`src/rtl/bus_arb_pkg.sv`:
```
// Shared constants, state encoding and priority helper for the 16-source
// round-robin bus arbiter.
package bus_arb_pkg;

    localparam int N_REQ        = 16;
    localparam int IDX_W        = 4;
    localparam int HOLD_W       = 4;
    localparam int HOLD_MAX_MIN = 1;
    localparam int HOLD_MAX_MAX = 15;

    typedef enum logic [1:0] {
        ST_IDLE  = 2'd0,
        ST_OWNED = 2'd1,
        ST_TURN  = 2'd2
    } arb_state_e;

    // Index of the lowest set bit; zero when nothing is set.
    function automatic logic [IDX_W-1:0] lowest_set(input logic [N_REQ-1:0] v);
        logic [IDX_W-1:0] r;
        r = '0;
        for (int i = N_REQ - 1; i >= 0; i--) begin
            if (v[i]) begin
                r = IDX_W'(i);
            end
        end
        return r;
    endfunction

endpackage

```
`src/rtl/rr_priority_pick.sv`:
```
// Rotating-priority pick: first set request at or above ptr, wrapping 15 -> 0.
module rr_priority_pick
    import bus_arb_pkg::*;
(
    input  logic [N_REQ-1:0] req,
    input  logic [IDX_W-1:0] ptr,
    output logic [IDX_W-1:0] idx,
    output logic             any
);

    logic [N_REQ-1:0] upper_mask;
    logic [N_REQ-1:0] upper_req;

    generate
        for (genvar gi = 0; gi < N_REQ; gi++) begin : g_mask
            assign upper_mask[gi] = (IDX_W'(gi) >= ptr);
        end
    endgenerate

    // Requests at or above ptr win; otherwise wrap to the lowest request overall.
    always_comb begin
        upper_req = req & upper_mask;
        any       = |req;
        idx       = (|upper_req) ? lowest_set(upper_req) : lowest_set(req);
    end

endmodule

```
`src/rtl/bus_arbiter.sv`:
```
// Round-robin bus arbiter: IDLE picks an owner, OWNED holds it (bounded when
// others wait), TURN inserts a one-cycle gap before the next decision.
module bus_arbiter
    import bus_arb_pkg::*;
#(
    parameter int HOLD_MAX = 8
) (
    input  logic             clock,
    input  logic             clear,
    input  logic [N_REQ-1:0] req,
    // "release" is a reserved word, so the owner-finished strobe is bus_release.
    input  logic             bus_release,
    output logic             grant_valid,
    output logic [IDX_W-1:0] grant_idx,
    output logic [N_REQ-1:0] grant_onehot,
    output logic             busy
);

    localparam int HOLD_EFF = (HOLD_MAX < HOLD_MAX_MIN) ? HOLD_MAX_MIN :
                              (HOLD_MAX > HOLD_MAX_MAX) ? HOLD_MAX_MAX : HOLD_MAX;
    localparam logic [HOLD_W-1:0] HOLD_LAST = HOLD_W'(HOLD_EFF - 1);

    arb_state_e        state_reg;
    arb_state_e        state_next;
    logic [IDX_W-1:0]  ptr_reg;
    logic [IDX_W-1:0]  idx_reg;
    logic [HOLD_W-1:0] hold_cnt_reg;
    logic [IDX_W-1:0]  pick_idx;
    logic              pick_any;
    logic [N_REQ-1:0]  owner_mask;
    logic              others_req;
    logic              owner_done;

    rr_priority_pick u_pick (
        .req (req),
        .ptr (ptr_reg),
        .idx (pick_idx),
        .any (pick_any)
    );

    generate
        for (genvar gi = 0; gi < N_REQ; gi++) begin : g_onehot
            assign owner_mask[gi]   = (idx_reg == IDX_W'(gi));
            assign grant_onehot[gi] = grant_valid && owner_mask[gi];
        end
    endgenerate

    // Release, a dropped request and a forced hand-over all collapse into one exit.
    assign others_req = |(req & ~owner_mask);
    assign owner_done = bus_release || !req[idx_reg] ||
                        ((hold_cnt_reg == HOLD_LAST) && others_req);

    always_ff @(posedge clock or posedge clear) begin
        if (clear) begin
            state_reg <= ST_IDLE;
        end else begin
            state_reg <= state_next;
        end
    end

    always_comb begin
        state_next = state_reg;
        case (state_reg)
            ST_IDLE:  if (pick_any) state_next = ST_OWNED;
            ST_OWNED: if (owner_done) state_next = ST_TURN;
            ST_TURN:  state_next = ST_IDLE;
            default:  state_next = ST_IDLE;
        endcase
    end

    // Owner index only changes on an IDLE decision; ptr only on OWNED exit.
    always_ff @(posedge clock or posedge clear) begin
        if (clear) begin
            ptr_reg      <= '0;
            idx_reg      <= '0;
            hold_cnt_reg <= '0;
        end else begin
            case (state_reg)
                ST_IDLE: begin
                    if (pick_any) begin
                        idx_reg      <= pick_idx;
                        hold_cnt_reg <= '0;
                    end
                end
                ST_OWNED: begin
                    if (owner_done) begin
                        ptr_reg <= idx_reg + IDX_W'(1);
                    end else if (hold_cnt_reg != HOLD_LAST) begin
                        hold_cnt_reg <= hold_cnt_reg + HOLD_W'(1);
                    end
                end
                default: ;
            endcase
        end
    end

    always_comb begin
        grant_valid = (state_reg == ST_OWNED);
        busy        = (state_reg != ST_IDLE);
        grant_idx   = idx_reg;
    end

endmodule

```
`config.mk`:
```
export PLATFORM = sky130hd
export DESIGN_NAME = bus_arbiter
export DESIGN_NICKNAME = d
export VERILOG_FILES = /design/src/rtl/bus_arb_pkg.sv /design/src/rtl/rr_priority_pick.sv /design/src/rtl/bus_arbiter.sv
export SDC_FILE = /design/constraint.sdc
export NUM_CORES = 1
export LEC_CHECK = 0
export CAP_MARGIN = 40
export CORE_UTILIZATION = 45
export CTS_CLUSTER_SIZE = 14
export DETAILED_ROUTE_END_ITERATION = 10
export HOLD_SLACK_MARGIN = 0.02
export PLACE_DENSITY = 0.76
export SYNTH_ARGS = -nofsm -noshare
export SYNTH_HDL_FRONTEND = slang
export SYNTH_SLANG_ARGS = --single-unit
```
`constraint.sdc`:
```
create_clock -name clock -period 2.65 [get_ports clock]
set_input_delay 0.265 -clock clock [delete_from_list [all_inputs] [get_ports clock]]
set_output_delay 0.265 -clock clock [all_outputs]
set_load 0.02 [all_outputs]
```
==> results.sh <==
export IMPL_hold_path_class="primary input to asynchronous set/reset pin"
export IMPL_dp_slack_ns=-0.0671
export IMPL_finalHoldViolCount=0
export IMPL_numCtsBuffers=3
export IMPL_layout_min_cycle_time_ns=2.62
export IMPL_synth_distinct_cells=55
export IMPL_r2r_slack_ns=0.03
export IMPL_crit_fanout=6
export IMPL_first_iter_violations=198
export IMPL_cpPeakStageDelay_ns=0.51
export IMPL_setup_ws_ns=0.0289
export IMPL_synth_edf_count=0
export IMPL_vias=2178
export IMPL_grt_max_degree=20
export IMPL_drc=0
export IMPL_cts_tree="built"
export IMPL_cap_viol_max_count=0
export IMPL_place_hpwl_um=4750
export IMPL_dpl_cell_count=357
export IMPL_dieArea_mm2=0.00426
export IMPL_setup_viol=0
export IMPL_die_y_um=65.3
export IMPL_finalInstanceArea_mm2=0.00265
export IMPL_yosysWarnings=0
export IMPL_instances_no_fill=364
export IMPL_critPathSlowestCell="or4_1"
export IMPL_grt_first_pass_wirelength_um=9680
export IMPL_clk_pin_slew_ns=0.06
export IMPL_grt_antenna_before_repair=0
export IMPL_antennaDiodeCount=0
export IMPL_crit_path_start_kind="flip-flop"
export IMPL_status="completed"
export IMPL_syn_avg_cell_area_um2=7.39
export IMPL_worstPathArrival_ns=2.76
export IMPL_clk_path_buf_depth=2
export IMPL_wl_um=6020
export IMPL_firstDrtPassIters=5
export IMPL_skew_ns=0.00862
export IMPL_finalCritPeriodShare=0.989
export IMPL_ios=41
export IMPL_slew_limit_headroom=0.658
export IMPL_fin_util=0.708
export IMPL_finalMaxSlewViolations=0
export IMPL_rows=22
export IMPL_endpoint_kind="flip-flop"
export IMPL_wire_per_inst_um=16.5
export IMPL_power_mw=2.52
export IMPL_post_dp_cell_area_mm2=0.00255
export IMPL_drive_above_1_share=0.228
export IMPL_hold_slack_ns=0.359
export IMPL_ys_flop_type="dfrtp_1"
export IMPL_syn_num_nets=268
export IMPL_h_tree_depth=1
export IMPL_yosysSeqAreaShare=0.194
export IMPL_grt_pass1_vias=1970
export IMPL_worstPathRequired_ns=2.79
export IMPL_most_common_layout_cells="42 x buf_4, 40 x clkdlybuf4s50_1, 36 x nor2_1, 19 x nand2_1, 16 x inv_1"
export IMPL_path_cells="clkbuf_2 -> and2b_2 -> a311oi_1 -> or4_1 -> or4_4 -> a31oi_4 -> mux2_4"
export IMPL_p_leak_nw=1.09
export IMPL_root_buffer="clkbuf_8"
export IMPL_die_width_um=65.3
export IMPL_power_density_mw_per_mm2=949
export IMPL_reg2reg_to="ptr_reg[1]"
export IMPL_met2_usage=0.491
export IMPL_grt_use_total=0.296
export IMPL_crit_type="flip-flop to flip-flop"
export IMPL_ant_nets=0
export IMPL_clock_latency_ns=0.25
export IMPL_met3_usage=0.0434
export IMPL_layout_nets=341
export IMPL_setup_tns_ns=0
export IMPL_syn_area_mm2=0.00180
export IMPL_synth_seq_cells=14
export IMPL_layout_commonest_cell="buf_4"
export IMPL_r2r_start="grant_idx[2]"
export IMPL_cts_sinks=14
export IMPL_ir_worst_vdd_mv=0.832
export IMPL_gp_congestion=0.934
export IMPL_grtUsageMet1=0.410
export IMPL_start_util=0.482
export IMPL_via_per_inst=5.98
export IMPL_synthCells=244
export IMPL_core_mm2=0.00374
export IMPL_io_buffer_count=40
export IMPL_tightest_slew_ns=0.512
export IMPL_busiest_layer="met2"
export IMPL_ys_async_sr_fraction=1.00
export IMPL_worst_r2r_path_depth=7
export IMPL_synthToLayoutAreaGrowth_pct=47.1
export IMPL_grt_remaining_overflow=0
export IMPL_max_freq_ghz=0.382
-- layout make-up --
class / count / area (um2)
fillers: 337 / 1090
flip-flops and latches: 14 / 355
well taps: 48 / 60.1
clock buffers: 4 / 55.1
multi-input cells: 197 / 1390
repair buffers: 83 / 721
inverters: 18 / 70.1
-- worst max-delay path: cells and delay by family, from the launching register on --
kind,cells,cell delay [ns]
AO/OA/AOI/OAI,2,0.35
buffers and inverters,1,0.21
flip-flops,1,0.44
multiplexers,1,0.32
AND/OR/NAND/NOR,3,1.19
-- cells in the mapped netlist (all sizes together), types with 3 or more instances --
cell type | n | area share
a21oi | 14 | 0.039
nor3 | 10 | 0.028
or4 | 3 | 0.015
buf | 3 | 0.013
ha | 5 | 0.035
a21boi | 6 | 0.025
a22oi | 3 | 0.012
nand2b | 10 | 0.035
nand2 | 19 | 0.040
and4b | 3 | 0.017
a31oi | 5 | 0.026
o21ai | 9 | 0.025
dfrtp | 14 | 0.19
mux2 | 3 | 0.019
mux2i | 3 | 0.017
nand4 | 4 | 0.014
mux4 | 4 | 0.050
nor2 | 36 | 0.075
nor2b | 6 | 0.021
nor4 | 3 | 0.010
clkbuf | 12 | 0.025
a311oi | 4 | 0.019
inv | 18 | 0.037
nand3 | 3 | 0.0083
-- cells by family (layout without fill, tap and decap cells) --
kind of cell    Yosys count  after routing  share of synthesized area
flops                    14             14                      0.194
compound gates           66             66                      0.262
fa+ha+maj                 6              6                     0.0403
xor+xnor                  4              4                     0.0194
buf+inv                  33            105                     0.0756
simple gates            111            111                      0.323
mux                      10             10                     0.0854
-- metal layers --
layer | routed length [um] | part of all wire | up-vias
met5 | 0 | 0 | -
li1 | - | - | 1046
met4 | 99 | 0.016 | 0
met2 | 2830 | 0.47 | 101
met1 | 2630 | 0.44 | 1023
met3 | 461 | 0.077 | 8
-- worst max path at each step --
stage                             from  cells past startpoint  slack, ns         end
final                     grant_idx[2]                      7       0.03  ptr_reg[1]
after global routing      grant_idx[2]                      7      -0.03  ptr_reg[3]
after CTS                 grant_idx[0]                      8       0.03  ptr_reg[0]
after detailed placement        req[9]                      7      -0.07  ptr_reg[0]
after global placement          req[5]                      7      -0.07  ptr_reg[3]
after floorplan           grant_idx[1]                      9       0.01  ptr_reg[0]
-- power by group --
| part | internal [mW] | leakage (nW) | switching [mW] |
|---|---|---|---|
| clock network | 0.131 | 0.0288 | 0.0725 |
| logic | 0.911 | 0.895 | 0.925 |
| registers | 0.310 | 0.170 | 0.165 |
| total | 1.35 | 1.09 | 1.16 |
-- what timing repair did --
item / in CTS / in global routing
gates resized for setup: 1 / 6
cloned: 0 / 0
hold buffers: 0 / 0
endpoints found under the setup margin: 3 / 7
pin swaps: 0 / 1
buffers inserted: 0 / 3
Power figures use the tool's default switching activity.
